## src/rtl/voice_oscillator_if.sv

```systemverilog
// Bundle of per-voice control inputs and sample outputs between the pitch
// front-end, the oscillator and the downstream mixer/envelope stage.
interface voice_oscillator_if #(
   parameter int OUT_WIDTH = 8
);
   logic                 i_sample_tick;
   logic                 i_delta_valid;
   logic [31:0]          i_phase_delta;
   logic                 i_gate;
   logic [1:0]           i_waveform;
   logic [7:0]           i_duty;
   logic [OUT_WIDTH-1:0] o_sample;
   logic                 o_sample_valid;
   logic [31:0]          o_phase;
   logic                 o_wrap;

   modport master (
      output i_sample_tick, i_delta_valid, i_phase_delta, i_gate, i_waveform, i_duty,
      input  o_sample, o_sample_valid, o_phase, o_wrap
   );

   modport slave (
      input  i_sample_tick, i_delta_valid, i_phase_delta, i_gate, i_waveform, i_duty,
      output o_sample, o_sample_valid, o_phase, o_wrap
   );
endinterface

```

## src/rtl/voice_oscillator.sv

```systemverilog
// Phase-accumulator voice oscillator: saw, variable-duty square, triangle and
// LFSR noise, with gate-edge phase retrigger and mute while the gate is low.
module voice_oscillator #(
   parameter int OUT_WIDTH = 8
) (
   input  logic              i_clk,
   input  logic              i_rst,
   voice_oscillator_if.slave bus
);

   function automatic logic [14:0] lfsr_step(input logic [14:0] s);
      lfsr_step = {s[13:0], s[14] ^ s[13]};
   endfunction

   logic [31:0]          r_delta;
   logic [31:0]          r_phase;
   logic                 r_gate_q;
   logic [14:0]          r_lfsr;
   logic                 r_vld_p1;
   logic                 r_carry_p1;
   logic                 r_vld_p2;
   logic                 r_wrap_p2;
   logic [OUT_WIDTH-1:0] r_sample_p2;

   logic [31:0]          w_d;
   logic [32:0]          w_sum;
   logic                 w_rise;
   logic [OUT_WIDTH-1:0] w_wave;

   // A delta presented alongside a tick takes effect for that very tick.
   assign w_d    = bus.i_delta_valid ? bus.i_phase_delta : r_delta;
   assign w_sum  = {1'b0, r_phase} + {1'b0, w_d};
   assign w_rise = bus.i_gate & ~r_gate_q;

   always_comb begin
      w_wave = '0;
      case (bus.i_waveform)
         2'd0:    w_wave = r_phase[31 -: OUT_WIDTH];
         2'd1:    w_wave = (r_phase[31:24] < bus.i_duty) ? '1 : '0;
         2'd2:    w_wave = r_phase[31] ? ~r_phase[30 -: OUT_WIDTH] : r_phase[30 -: OUT_WIDTH];
         default: w_wave = r_lfsr[OUT_WIDTH-1:0];
      endcase
   end

   always_ff @(posedge i_clk) begin
      if (!i_rst) begin
         r_delta     <= '0;
         r_phase     <= '0;
         r_gate_q    <= 1'b0;
         r_lfsr      <= 15'h0001;
         r_vld_p1    <= 1'b0;
         r_carry_p1  <= 1'b0;
         r_vld_p2    <= 1'b0;
         r_wrap_p2   <= 1'b0;
         r_sample_p2 <= '0;
      end else begin
         // ---- stage 1: accumulate / retrigger ----
         r_gate_q <= bus.i_gate;
         r_vld_p1 <= bus.i_sample_tick;
         if (bus.i_delta_valid) begin
            r_delta <= bus.i_phase_delta;
         end
         if (bus.i_sample_tick) begin
            if (w_rise) begin
               r_phase    <= w_d;
               r_carry_p1 <= 1'b0;
            end else begin
               r_phase    <= w_sum[31:0];
               r_carry_p1 <= w_sum[32];
               // Noise rate follows pitch: one LFSR step per accumulator wrap.
               if (w_sum[32]) begin
                  r_lfsr <= lfsr_step(r_lfsr);
               end
            end
         end else if (w_rise) begin
            r_phase <= '0;
         end

         // ---- stage 2: waveform shaping and mute ----
         r_vld_p2  <= r_vld_p1;
         r_wrap_p2 <= r_vld_p1 & r_carry_p1;
         if (r_vld_p1) begin
            r_sample_p2 <= r_gate_q ? w_wave : '0;
         end
      end
   end

   assign bus.o_sample       = r_sample_p2;
   assign bus.o_sample_valid = r_vld_p2;
   assign bus.o_phase        = r_phase;
   assign bus.o_wrap         = r_wrap_p2;

endmodule

```

## src/flat_wrapper.sv

```systemverilog
// flat-port wrapper written by rule: the top's interface ports become plain ports
module voice_oscillator_flat 
#(
   parameter int OUT_WIDTH = 8
)
  (i_clk, i_rst, bus_i_sample_tick, bus_i_delta_valid, bus_i_phase_delta, bus_i_gate, bus_i_waveform, bus_i_duty, bus_o_sample, bus_o_sample_valid, bus_o_phase, bus_o_wrap);
  voice_oscillator_if #(.OUT_WIDTH(OUT_WIDTH)) bus_i ();
  input  logic i_clk;
  input  logic i_rst;
  input wire logic [$bits(bus_i.i_sample_tick)-1:0] bus_i_sample_tick;
  input wire logic [$bits(bus_i.i_delta_valid)-1:0] bus_i_delta_valid;
  input wire logic [$bits(bus_i.i_phase_delta)-1:0] bus_i_phase_delta;
  input wire logic [$bits(bus_i.i_gate)-1:0] bus_i_gate;
  input wire logic [$bits(bus_i.i_waveform)-1:0] bus_i_waveform;
  input wire logic [$bits(bus_i.i_duty)-1:0] bus_i_duty;
  output wire logic [$bits(bus_i.o_sample)-1:0] bus_o_sample;
  output wire logic [$bits(bus_i.o_sample_valid)-1:0] bus_o_sample_valid;
  output wire logic [$bits(bus_i.o_phase)-1:0] bus_o_phase;
  output wire logic [$bits(bus_i.o_wrap)-1:0] bus_o_wrap;
  assign bus_i.i_sample_tick = bus_i_sample_tick;
  assign bus_i.i_delta_valid = bus_i_delta_valid;
  assign bus_i.i_phase_delta = bus_i_phase_delta;
  assign bus_i.i_gate = bus_i_gate;
  assign bus_i.i_waveform = bus_i_waveform;
  assign bus_i.i_duty = bus_i_duty;
  assign bus_o_sample = bus_i.o_sample;
  assign bus_o_sample_valid = bus_i.o_sample_valid;
  assign bus_o_phase = bus_i.o_phase;
  assign bus_o_wrap = bus_i.o_wrap;
  voice_oscillator #(.OUT_WIDTH(OUT_WIDTH)) u_core (.i_clk(i_clk), .i_rst(i_rst), .bus(bus_i));
endmodule
```

## config.mk

```make
export PLATFORM = sky130hd
export DESIGN_NAME = voice_oscillator_flat
export DESIGN_NICKNAME = d
export VERILOG_FILES = /design/src/rtl/voice_oscillator_if.sv /design/src/rtl/voice_oscillator.sv /design/src/flat_wrapper.sv
export SDC_FILE = /design/constraint.sdc
export NUM_CORES = 1
export LEC_CHECK = 0
export ABC_AREA = 1
export CAP_MARGIN = 10
export CORE_UTILIZATION = 30
export CTS_CLUSTER_SIZE = 24
export DETAILED_ROUTE_END_ITERATION = 6
export PLACE_DENSITY = 0.48
export SLEW_MARGIN = 25
export SYNTH_ARGS = -nofsm -noshare
export SYNTH_HDL_FRONTEND = slang
export SYNTH_SLANG_ARGS = --single-unit
```

## constraint.sdc

```tcl
create_clock -name i_clk -period 8.8 [get_ports i_clk]
set_input_delay 1.76 -clock i_clk [delete_from_list [all_inputs] [get_ports i_clk]]
set_output_delay 1.76 -clock i_clk [all_outputs]
set_load 0.02 [all_outputs]
```

==> results.md <==
- The sequential element share of the synthesized area is between 20 and 30%.
- The fmax is between 200 and 250 MHz.
- The CTS tree is built.
- The share of synthesized area in the top cell type comes to between 20% and 30%.
- The worst pin sits at a relative slew slack of between 30% and 40%.
- The top-level I/O count is approximately 90.
- Of all nets on the critical path, the largest fanout is between 60 and 70.
- The number of DRC violations after detailed-routing iteration 0 is roughly 340.
- The average wire per cell in the routed design is around 13 um.
- The number of vias after detailed routing is between 6,000 and 7,000.
- The flow ran to the end, and the final reports show no timing, DRC or antenna violations.
- The transition at the pin with the smallest max-transition slack is 0.9297 ns.
- The hold violation total from the final report is 0.
- The minimum period implied by the final worst setup slack is between 4 and 5 ns.
- The average instance in the mapped netlist occupies around 6 um^2.
- The core area is 21,220 um^2.
- The repair_antennas step left the layout with diodes totalling 0.
- The critical path starts at bus_i_delta_valid.
- The CTS sink count is 92.
- The path class of the tightest hold or removal check is reg -> reg.
- The count of standard-cell rows is 53.
- Setup violations remaining at the end of the flow were counted as 0.
- The cell type with the largest total area after synthesis is sky130_fd_sc_hd__dfxtp_1.
- No sink is reached through more buffers than the 2 on the longest clock path.
- Setup total negative slack on the finished layout was measured at 0 ns.
- The clock arrives with around 0.0077 ns of skew.
- The library cell used as clock root buffer is sky130_fd_sc_hd__clkbuf_16.
- After the flow finishes, the layout carries non-filler instances totaling approximately 1,400.
- Global routing consumed, over all layers together, 17.60% of the routing resources.
- STA classifies the critical path endpoint as a flop.
- In this run the cell area of the synthesized design comes to ~6500 um^2.
- The proportion of layout cells with a drive suffix above 1 is under 10%.
- The detailed-routing iteration count for the pre-antenna-repair pass is 5.
- The die footprint is 22,400 um^2.
- The worst-case IR drop observed on VDD is roughly 0.089 mV.
- Detailed placement finished with a half-perimeter wire length of around 14,000 um.
- The layout-stage area growth over the synthesis result is 21.82%.
- The final layout contains between 1,000 and 1,500 nets.
- The remaining routing DRC violations is 0.
- The initial antenna violation count was 0.
- The post-synthesis cell count is ~1,100.
- The clock-pin transition on the worst setup and hold timing paths is approximately 0.07 ns.
- The unique cell type count in the Yosys netlist is 32.
- Ranked by total cell area, the synthesized netlist is headed by sky130_fd_sc_hd__dfxtp_1, sky130_fd_sc_hd__nand2_1, sky130_fd_sc_hd__inv_1, sky130_fd_sc_hd__ha_1, sky130_fd_sc_hd__a21oi_1.
- The post-detailed-routing wire length is ~19,000 um.
- The data arrival time of the critical path is 4.53 ns.
- The worst setup path is of the in -> reg kind.
- Setup repair after global routing left no endpoint under its margin.
- The die height is 149.7 um.
- Timing analysis after detailed placement gives a worst setup slack of approximately 3.8 ns.
- The critical path launch point type is an input port.
- The most frequent standard cell in the layout excluding fill and tap cells is sky130_fd_sc_hd__nand2_1.
- The count of H-tree levels built during CTS is 3.
- After synthesis the netlist holds a flip-flop and latch count of between 90 and 100.
- In the post-route analysis, the smallest setup slack over all paths is roughly 4.6 ns.
- Buffers inserted during clock tree synthesis total 9.
- Counting tap cells, the placed design contains a total of ~1,400 instances.
- The reported max-cap violation count is 0.
- The count of port buffers added during placement is slightly below 90.
- The number of hold-repair buffers added at the cts stage is 0.
- The first global-routing pass estimated 31,020 um of wire.
- The clock insertion delay at the later pin of the skew report is between 0.3 and 0.4 ns.
- The number of nets handed over by synthesis was about 1,200.
- The worst path uses 48.15% of the clock period.
- In this run the most critical hold path is launched from u_core.r_carry_p1.
- The maximum number of pins on one net before global-route repair is 73.
- The effective utilization at floorplan is 30.83%.
- The start of the worst register-to-register path is u_core.r_delta[0].
- The number of nets with antenna violations after routing is 0.
- The setup fix buffers added after clock tree synthesis is 0.
- The top cell types in the final layout, fill and taps aside, are sky130_fd_sc_hd__nand2_1, sky130_fd_sc_hd__inv_1, sky130_fd_sc_hd__nor2_1, sky130_fd_sc_hd__dfxtp_1, sky130_fd_sc_hd__clkdlybuf4s50_1.
- For this run, the number of Yosys warnings is 0.
- The final global-route overflow total is 0.
- The number of global-route vias before repair is about 6,400.
- For the worst setup path, the data required time is ~9 ns.
- The placer congestion estimate is slightly below 0.9.
- Summed over all cells, the static leakage comes to just over 0.004 uW.
- In this run the power density over the cells is 163.4 nW/um^2.
- Using the TritonRoute via totals, the vias-per-cell ratio works out to 4.519.
- The horizontal die dimension is about 150 um.
- The final number of max-transition violations is 0.
- After clock tree synthesis, the repair step resized 0 gates.
final timing paths:
path | to | slack, ns | depth (start not counted)
min | u_core.bus.o_wrap | 0.43 | 2
max | u_core.r_lfsr[10] | 4.56 | 17
max reg2reg | u_core.r_lfsr[10] | 6.17 | 15
min reg2reg | u_core.bus.o_wrap | 0.43 | 2
sequential cells by signal (all words and copies together) (netlist names):
| name | cells |
|---|---|
| u_core.r_delta | 32 |
| u_core.bus.o_wrap | 1 |
| u_core.bus.o_sample | 8 |
| u_core.r_lfsr | 15 |
| u_core.bus.o_phase | 32 |
| u_core.bus.o_sample_valid | 1 |
| u_core.r_vld_p1 | 1 |
| u_core.r_carry_p1 | 1 |
| u_core.r_gate_q | 1 |
cell type report:
type	count	area [um^2]
inverter	214	803.3
tap	275	344.1
clock buffer	10	229.0
clock inverter	6	96.34
timing repair buffer	92	908.4
sequential	92	1842
fill	2455	13250
multi-input combinational	745	3747
power breakdown:
part           switching (uW)  total [uW]  internal (uW)
Sequential               22.2         468            446
Combinational             246         397            150
Clock                     184         438            253
stage by stage:
| stage | instance area, um^2 | hold WS [ns] | total power, uW | utilization (%) |
|---|---|---|---|---|
| 2_1_floorplan | 6543 | 0.4084 | 750.5 | - |
| 3_3_place_gp | 7642 | 0.4259 | 877.0 | 36.01 |
| 3_5_place_dp | 7642 | 0.4245 | 876.9 | 36.01 |
| 4_1_cts | 7968 | 0.4363 | 1320 | 37.55 |
| 5_1_grt | 7970 | 0.4567 | 1392 | 37.56 |
| 6_report | 7970 | 0.4333 | 1302 | 37.56 |
routing by layer:
layer / up-vias / wire (um) / track usage [%]
met3: 14 / 578 / 2.409
met2: 90 / 8437 / 29.70
met4: 0 / 248 / 5.303
met5: - / 0 / 0
li1: 3494 / - / -
met1: 2882 / 9258 / 23.12
logic make-up (layout without fill, tap and decap cells):
group | count (synthesis) | in the layout | share of synthesized area [%]
simple gates | 525 | 525 | 33.05
xor+xnor | 9 | 9 | 1.205
flops | 92 | 92 | 28.15
fa+ha+maj | 40 | 40 | 7.764
buf+inv | 248 | 322 | 14.80
compound gates | 171 | 171 | 15.03
cell usage after synthesis (all sizes together):
library cell and count:
buf 13, ha 39, fa 1, nand3b 14, a31oi 2, a21oi 87
xor2 8, xnor2 1, a21o 3, nand2 348, nor3 6, clkbuf 21
inv 214, or2 2, o21ai 42, o221ai 1, a22oi 29, nand3 50
dfxtp 92, nor2 105, a221oi 7
worst max-delay path: stages:
cell                       delay, ns
sky130_fd_sc_hd__buf_4          0.46
sky130_fd_sc_hd__nand2_1        0.11
sky130_fd_sc_hd__o21ai_0        0.12
sky130_fd_sc_hd__inv_1          0.09
sky130_fd_sc_hd__ha_1           0.24
sky130_fd_sc_hd__fa_1           0.44
sky130_fd_sc_hd__nand3_1        0.13
sky130_fd_sc_hd__nand3_2        0.09
sky130_fd_sc_hd__nand2_1        0.08
sky130_fd_sc_hd__nand2_2        0.07
sky130_fd_sc_hd__nand2_2        0.08
sky130_fd_sc_hd__nand2_4        0.06
sky130_fd_sc_hd__nand3b_2       0.08
sky130_fd_sc_hd__nand2_2        0.31
sky130_fd_sc_hd__nand3b_1       0.22
sky130_fd_sc_hd__nand2_1        0.07
sky130_fd_sc_hd__nor2_1         0.11
(Power assumes the default switching activity.)
